### src/rtl/aurora_pkg.sv
// Shared Aurora 8B/10B lane definitions: ordered-set encoding, K-characters,
// fixed symbol words and the idle-byte selector.
package aurora_pkg;

  localparam int AXI_DATA_SIZE = 32;

  typedef enum logic [1:0] {
    NONE = 2'd0,
    SCP  = 2'd1,
    ECP  = 2'd2,
    I    = 2'd3
  } ordered_sets_e;

  typedef enum logic {
    OUT_FRAME = 1'b0,
    IN_FRAME  = 1'b1
  } frame_state_e;

  localparam logic [7:0] K28_5 = 8'hBC;
  localparam logic [7:0] K28_0 = 8'h1C;
  localparam logic [7:0] K28_3 = 8'h7C;
  localparam logic [7:0] K28_2 = 8'h5C;
  localparam logic [7:0] K27_7 = 8'hFB;
  localparam logic [7:0] K29_7 = 8'hFD;
  localparam logic [7:0] K30_7 = 8'hFE;
  localparam logic [7:0] K23_7 = 8'hF7;

  localparam logic [31:0] SCP_WORD      = {K28_2, K27_7, K28_5, K28_5};
  localparam logic [31:0] ECP_WORD      = {K29_7, K30_7, K28_5, K28_5};
  localparam logic [31:0] CC_WORD       = {K23_7, K23_7, K23_7, K23_7};
  localparam logic [31:0] IDLE_RST_WORD = {K28_5, K28_5, K28_5, K28_5};

  // A set LFSR bit selects /A/ (K28.3), a clear bit selects /R/ (K28.0).
  function automatic logic [7:0] idle_sym(input logic sel);
    return sel ? K28_3 : K28_0;
  endfunction

endpackage

### src/rtl/idle_gen.sv
// Pseudo-random idle word source: 7-bit LFSR stepped only when an idle word
// is actually transmitted.
module idle_gen
  import aurora_pkg::*;
(
  input  logic        clk,
  input  logic        rst_n,
  input  logic        advance,
  output logic [31:0] idle_word
);

  logic [6:0] r_lfsr;

  // NOTE: sequential state uses non-blocking assignments so every register
  // samples the pre-edge values, independent of process evaluation order.
  always_ff @(posedge clk or negedge rst_n) begin
    if (!rst_n) begin
      r_lfsr <= 7'h7F;
    end else if (advance) begin
      r_lfsr <= {r_lfsr[5:0], r_lfsr[6] ^ r_lfsr[5]};
    end
  end

  assign idle_word = {K28_5, idle_sym(r_lfsr[0]), idle_sym(r_lfsr[1]), idle_sym(r_lfsr[2])};

endmodule

### src/rtl/tx_symbol_gen.sv
// Aurora TX symbol generator: frame FSM, clock-compensation scheduler and the
// registered symbol/K-flag output stage.
module tx_symbol_gen
  import aurora_pkg::*;
#(
  parameter int CC_PERIOD = 5000,
  parameter int CC_LEN    = 3
)
(
  input  logic                     clk,
  input  logic                     rst_n,
  input  ordered_sets_e            ordered_sets,
  input  logic [AXI_DATA_SIZE-1:0] data_in,
  output logic [31:0]              tx_data,
  output logic [3:0]               tx_charisk,
  output logic                     framing_err
);

  localparam int CNT_W = (CC_PERIOD > 1) ? $clog2(CC_PERIOD) : 1;
  localparam int REM_W = $clog2(CC_LEN + 1);

  localparam logic [CNT_W-1:0] CNT_LAST  = CNT_W'(CC_PERIOD - 1);
  localparam logic [REM_W-1:0] REM_LOAD  = REM_W'(CC_LEN);

  frame_state_e     r_state;
  frame_state_e     w_state_next;
  logic [CNT_W-1:0] r_cc_cnt;
  logic [REM_W-1:0] r_cc_remain;
  logic [31:0]      r_tx_data;
  logic [3:0]       r_tx_charisk;
  logic             r_framing_err;

  logic [31:0]      w_idle_word;
  logic [31:0]      w_tx_data;
  logic [3:0]       w_tx_charisk;
  logic             w_framing_err;
  logic             w_cc_emit;
  logic             w_lfsr_adv;
  logic             w_cc_load;

  idle_gen u_idle_gen (
    .clk       (clk),
    .rst_n     (rst_n),
    .advance   (w_lfsr_adv),
    .idle_word (w_idle_word)
  );

  always_ff @(posedge clk or negedge rst_n) begin
    if (!rst_n) begin
      r_state <= OUT_FRAME;
    end else begin
      r_state <= w_state_next;
    end
  end

  // NOTE: every combinational output gets a default before any branch, so no
  // path can leave a value unassigned and infer a latch.
  always_comb begin
    w_state_next = r_state;
    unique case (ordered_sets)
      SCP:     w_state_next = IN_FRAME;
      ECP:     w_state_next = OUT_FRAME;
      default: w_state_next = r_state;
    endcase
  end

  // Frame traffic always wins; a pending CC sequence only consumes idle slots.
  always_comb begin
    w_tx_data     = IDLE_RST_WORD;
    w_tx_charisk  = 4'hF;
    w_framing_err = 1'b0;
    w_cc_emit     = 1'b0;
    w_lfsr_adv    = 1'b0;
    if (ordered_sets == SCP) begin
      w_tx_data     = SCP_WORD;
      w_framing_err = (r_state == IN_FRAME);
    end else if (ordered_sets == ECP) begin
      w_tx_data     = ECP_WORD;
      w_framing_err = (r_state == OUT_FRAME);
    end else if (ordered_sets == NONE && r_state == IN_FRAME) begin
      w_tx_data    = data_in;
      w_tx_charisk = 4'h0;
    end else if (r_cc_remain != '0) begin
      w_tx_data = CC_WORD;
      w_cc_emit = 1'b1;
    end else begin
      w_tx_data  = w_idle_word;
      w_lfsr_adv = 1'b1;
    end
  end

  // A request that lands while a sequence is still pending is dropped.
  assign w_cc_load = (r_cc_cnt == CNT_LAST) && (r_cc_remain == '0);

  always_ff @(posedge clk or negedge rst_n) begin
    if (!rst_n) begin
      r_cc_cnt <= '0;
    end else if (r_cc_cnt == CNT_LAST) begin
      r_cc_cnt <= '0;
    end else begin
      r_cc_cnt <= r_cc_cnt + CNT_W'(1);
    end
  end

  always_ff @(posedge clk or negedge rst_n) begin
    if (!rst_n) begin
      r_cc_remain <= '0;
    end else if (w_cc_load) begin
      r_cc_remain <= REM_LOAD;
    end else if (w_cc_emit) begin
      r_cc_remain <= r_cc_remain - REM_W'(1);
    end
  end

  always_ff @(posedge clk or negedge rst_n) begin
    if (!rst_n) begin
      r_tx_data     <= IDLE_RST_WORD;
      r_tx_charisk  <= 4'hF;
      r_framing_err <= 1'b0;
    end else begin
      r_tx_data     <= w_tx_data;
      r_tx_charisk  <= w_tx_charisk;
      r_framing_err <= w_framing_err;
    end
  end

  assign tx_data     = r_tx_data;
  assign tx_charisk  = r_tx_charisk;
  assign framing_err = r_framing_err;

endmodule

### config.mk
export PLATFORM = sky130hd
export DESIGN_NAME = tx_symbol_gen
export DESIGN_NICKNAME = d
export VERILOG_FILES = /design/src/rtl/aurora_pkg.sv /design/src/rtl/idle_gen.sv /design/src/rtl/tx_symbol_gen.sv
export SDC_FILE = /design/constraint.sdc
export NUM_CORES = 1
export LEC_CHECK = 0
export CAP_MARGIN = 20
export CORE_ASPECT_RATIO = 1.5
export CORE_MARGIN = 2
export CORE_UTILIZATION = 35
export DETAILED_ROUTE_END_ITERATION = 10
export MAX_ROUTING_LAYER = met4
export PLACE_DENSITY = 0.57
export SYNTH_ARGS = -nofsm -noshare
export SYNTH_HDL_FRONTEND = slang
export SYNTH_HIERARCHICAL = 1
export SYNTH_SLANG_ARGS = --single-unit
### constraint.sdc
create_clock -name clk -period 4.1 [get_ports clk]
set_clock_uncertainty 0.2 [all_clocks]
set_input_delay 1.025 -clock clk [delete_from_list [all_inputs] [get_ports clk]]
set_output_delay 1.025 -clock clk [all_outputs]
set_load 0.01 [all_outputs]
Yosys cells after proc, flatten, opt, wreduce, memory -nomap -nowiden
Cells that the tools add are included.
Storage, ports and cells
  register bits after elaboration: 60
  output and inout bits: 37
  word-level logic and storage cells: 45
  input port bits: 36
Operators by class
  reduce and logical (&&, ||, !) cells: 7
  equal/unequal tests: 3
  muxes and demuxes: 24
  $add $sub $neg: 2
  bitwise gates (word level): 2
Operator list (number)
  two-way mux 32 bit: 3
  two-way mux 31 bit: 1
  two-way mux 7 bit: 3
  adder 13 x 1 -> 13 bit (second input constant): 1
  == test 13 bit (second input constant): 1
  two-way mux 13 bit: 1
  two-way mux 4 bit: 3
  two-way mux 1 bit: 10
  nonzero test 2 bit: 3
  logical NOT 2 bit: 2
  two-way mux 2 bit: 2
  == test 2 x 1 -> 1 bit (second input constant): 1
  == test 2 bit (second input constant): 1
  logical AND 1 bit: 2
  one-hot mux 1 bit (2 select lines): 1
  subtractor 2 x 1 -> 2 bit (second input constant): 1
  inverter 1 bit: 1
  bitwise XOR 1 bit: 1

Logic depth before layout (Yosys ltp)
  word-level depth: 7
  depth in mapped cells: 10
  mapped depth without buffers: 7

By module
Netlist, hierarchy kept.
Modules (own cells, without submodules)
  tx_symbol_gen: area each 2168.3 µm², sequential area each 1277.5 µm², times used 1, cells each 191
  idle_gen: area each 550.5 µm², sequential area each 183.9 µm², times used 1, cells each 51

Worst setup path before layout
Ideal clock, no wire load.
  kind: input to register
  start point: in ordered_sets[1]
  end point: reg u_idle_gen.r_lfsr[1]
  cell stages on the path: 9
  data arrival time: 2.610 ns
  path slack: 1.208 ns
  data required time: 3.818 ns
  cell sequence: inv_1 ha_1 clkbuf_1 nor2_1 nand3_1 clkbuf_1 inv_1 buf_6 mux2_4
Between the ends
  cells in the longest elaborated chain, start to end: 5
  elaborated cells on any way between the ends: 7
  those cells by class: 2 x eq/ne; 3 x mux; 2 x reduce/logical
RTL lines
  from (decl): line tx_symbol_gen.sv:12  | input ordered_sets_e ordered_sets,
  logical NOT 2 bit: line tx_symbol_gen.sv:80  | end else if (ordered_sets == NONE && r_state == IN_FRAME) begin
  logical AND 1 bit: line tx_symbol_gen.sv:80
  two-way mux 1 bit: line tx_symbol_gen.sv:80
  two-way mux 1 bit: line tx_symbol_gen.sv:77  | end else if (ordered_sets == ECP) begin
  two-way mux 1 bit *: line tx_symbol_gen.sv:74  | if (ordered_sets == SCP) begin
  named net w_lfsr_adv: line tx_symbol_gen.sv:38  | logic w_lfsr_adv;
  to (signal assigned): line idle_gen.sv:20  | r_lfsr <= {r_lfsr[5:0], r_lfsr[6] ^ r_lfsr[5]};
  to (decl): line idle_gen.sv:12  | logic [6:0] r_lfsr;
Mark *: on every way through the listed nets, which the timed path passes. The rest lies on a longest branch.
A chain may end at the register's enable or synchronous reset.

Final worst setup path
  start point: in ordered_sets[1]
  end point: reg r_tx_data[30], in the netlist tx_data[30]
Between the ends
  cells in the longest elaborated chain, start to end: 5
  elaborated cells on any way between the ends: 7
  those cells by class: 2 x eq/ne; 3 x mux; 2 x reduce/logical
RTL lines
  logical NOT 2 bit: line tx_symbol_gen.sv:80
  logical AND 1 bit: line tx_symbol_gen.sv:80
  two-way mux 32 bit: line tx_symbol_gen.sv:80
  two-way mux 32 bit: line tx_symbol_gen.sv:77
  two-way mux 32 bit *: line tx_symbol_gen.sv:74
  named net w_tx_data[30]: line tx_symbol_gen.sv:34  | logic [31:0] w_tx_data;
  to (signal assigned): line tx_symbol_gen.sv:121  | r_tx_data <= w_tx_data;
  to (decl): line tx_symbol_gen.sv:29  | logic [31:0] r_tx_data;
Marked as above.

==> flow_summary.json <==
{
  "design_area_um2": 3670,
  "drtIter0Drc": 109,
  "synthMuxAreaShare_pct": 4.05,
  "r2r_cells": 6,
  "die_h_um": 112,
  "required_ns": 4.11,
  "clock_path_buffers": 2,
  "synth_edf_count": 0,
  "clkTransAtPathRegs_ns": 0.05,
  "powerDensity_nw_per_um2": 538,
  "hold_start": "r_cc_cnt[0]",
  "cts_buffers": 9,
  "cts_resized": 0,
  "num_vias": 1820,
  "yosysWarningCount": 6,
  "synthAdderAreaFrac_pct": 2.30,
  "maxCapViolations": 0,
  "grt_pass1_vias": 1945,
  "start_kind": "input pin",
  "place_congestion": 0.735,
  "antennaDiodeCount": 0,
  "power_mw": 1.97,
  "cp_num_buf_inv": 2,
  "clk_latency_ns": 0.32,
  "worst_pin_slew_ns": 0.822,
  "ys.flop_type": "dfrtp_1",
  "numClockSinks": 57,
  "critPathMaxFanout": 17,
  "hold_path_end": "r_cc_cnt[0]",
  "layout-drive-gt1-share_pct": 18.9,
  "cts_hold_buf": 0,
  "max_stage_delay_ns": 0.56,
  "row_count": 39,
  "dp_hpwl_um": 3700,
  "top_layer_used": "met4",
  "arrival_ns": 3.12,
  "critical_path.cell_chain": "clkdlybuf4s50_1, inv_1, ha_1, and2_0, nand2_1, o22a_1",
  "wl_um": 5330,
  "initial_core_util_pct": 35.9,
  "grt-ovfl-total": 0,
  "r2r_slack_ns": 1.82,
  "core_um2": 7560,
  "avgSynthCellArea_um2": 11.2,
  "syn-instance-count": 242,
  "period_share_pct": 75.9,
  "max_slew_margin_pct": 45.2,
  "tns_ns": 0,
  "seq_area_um2": 1460,
  "multi_input_area_um2": 1010,
  "drc_errors": 0,
  "pin_count": 73,
  "drt_first_pass_iters": 4,
  "cp_top_family": "simple AND/OR/NAND/NOR gates",
  "grt_pass1_wl_um": 9170,
  "antenna_found_initial": 0,
  "reg2reg_to": "u_idle_gen/r_lfsr[3]",
  "wl_met3_um": 255,
  "cts_tree": "yes",
  "ys_types": 34,
  "grt_usage_pct": 14.2,
  "min_period_ns": 3.11,
  "hold_viol_final": 0,
  "slew_viol_final": 0,
  "synth_top_family_by_area": "simple AND/OR/NAND/NOR gates",
  "cp-end-kind": "register",
  "yosys.area_share.simple_pct": 15.5,
  "dieArea_um2": 8500,
  "yosys_register_bits": 57,
  "viasPerCell": 4.40,
  "die_w_um": 76.0,
  "wl_met1_um": 2150,
  "ant_nets": 0,
  "timing.rr.start": "r_cc_remain[0]",
  "rsz0062_at_grt": "false",
  "hp-class": "reg2reg",
  "ir_worst_vdd_uv": 212,
  "route.met2.wl_um": 2790,
  "crit_type": "in2reg",
  "root_buffer": "clkbuf_16",
  "synth_xor_area_share_pct": 3.87,
  "synth_compound_area_share_pct": 7.96,
  "nets": 348,
  "area_delta_synth_final_pct": 34.9,
  "seq_area_frac_synth_pct": 53.8,
  "fmax_mhz": 322,
  "worst_path_max_delay_cell": "nand2_1",
  "p_leak_nw": 1.54,
  "htree_levels": 3,
  "post_cts_buffers": 0,
  "min_path_cells": 1,
  "setup_violations": 0,
  "wl_per_cell_um": 12.9,
  "syn_area_um2": 2720,
  "portBuffers": 72,
  "outcome": "finished, final reports clean",
  "post-route-util_pct": 48.5,
  "num-fill-cells": 728,
  "whs_ns": 0.266,
  "grt_max_degree": 38,
  "synthArstFlopShare_pct": 100,
  "post_dp_cell_area_um2": 3370
}
-- power by group --
part,switching (mW),internal [mW]
sequential,0.0515,0.718
combinational,0.199,0.271
clock,0.250,0.484
-- sequential cells by signal, indices dropped and copies added, names as in the netlist --
name	flops
framing_err	1
r_cc_cnt	13
r_cc_remain	2
r_state	1
tx_charisk	1
tx_data	32
u_idle_gen/r_lfsr	7
-- layout by cell type (no fill, tap or decap), types with 2 or more instances in the layout --
cell type / netlist / routed
a21oi_1: 6 / 6
and3_1: 3 / 3
buf_4: 35 / 4
clkbuf_16: 0 / 9
clkdlybuf4s50_1: 0 / 71
clkinv_2: 0 / 2
clkinvlp_4: 0 / 2
conb_1: 2 / 26
dfrtp_1: 29 / 29
dfstp_2: 28 / 28
ha_1: 5 / 5
inv_1: 6 / 6
mux2_4: 6 / 6
mux2i_1: 2 / 2
nand2_1: 13 / 13
nand3_1: 10 / 10
nand3b_1: 5 / 5
nand4_1: 4 / 4
nor2_1: 17 / 17
nor3_1: 8 / 8
nor3b_1: 7 / 7
o21ai_0: 6 / 6
o22a_1: 16 / 16
xnor2_1: 5 / 5
xor2_1: 7 / 7
-- worst register-to-register path, delay by kind of cell, from the launching register on --
kind	cells	cell delay [ns]
buffers and inverters	3	0.63
adders and majority gates	1	0.55
DFF	1	0.36
muxes	1	0.34
and+or+nand+nor	1	0.13
-- metrics by stage --
step / cells / worst slack (ns)
final: 414 / 0.990
after global routing: 414 / 0.756
after floorplan: 266 / 1.21
after detailed placement: 398 / 0.582
after global placement: 398 / 0.699
after CTS: 414 / 0.930
-- per-layer routing --
metal / vias up / GRT usage [%]
met3: 11 / 3.08
met1: 861 / 16.1
li1: 893 / -
met2: 55 / 23.3
met5: - / -
met4: 0 / 7.76
-- final cells by class --
cell class	count	area share, %
inverter	6	0.614
clock buffer	11	6.62
tap	102	3.48
clock inverter	5	1.50
sequential	57	39.8
timing repair buffer	76	20.3
multi-input combinational	157	27.6
-- cells in the mapped netlist (all sizes together) (6+ instances only) --
cell type | instances | area [µm²]
buf | 36 | 274
dfrtp | 29 | 726
dfstp | 28 | 736
nor2 | 17 | 63.8
o22a | 16 | 140
nand2 | 13 | 48.8
clkbuf | 10 | 37.5
nand3 | 10 | 50.1
nor3 | 8 | 40.0
a21oi | 7 | 38.8
nor3b | 7 | 52.6
xor2 | 7 | 61.3
inv | 6 | 22.5
mux2 | 6 | 90.1
o21ai | 6 | 30.0
-- worst max path at each step --
stage | cells after the start | slack (ns) | startpoint | to
6_report | 6 | 0.99 | ordered_sets[1] | tx_data[30]
5_1_grt | 6 | 0.76 | ordered_sets[1] | tx_data[30]
4_1_cts | 6 | 0.93 | ordered_sets[1] | tx_data[22]
3_5_place_dp | 6 | 0.58 | ordered_sets[1] | tx_data[22]
3_3_place_gp | 6 | 0.70 | ordered_sets[0] | tx_data[22]
2_1_floorplan | 9 | 1.21 | ordered_sets[1] | u_idle_gen/r_lfsr[1]
-- kinds of logic after synthesis --
logic type      Yosys count
buf+inv                  52
other cells               2
compound gates           30
xor+xnor                 12
fa+ha+maj                 5
mux                       8
flops                    57
simple gates             76
Note: power is estimated with default switching activity, not from simulation.
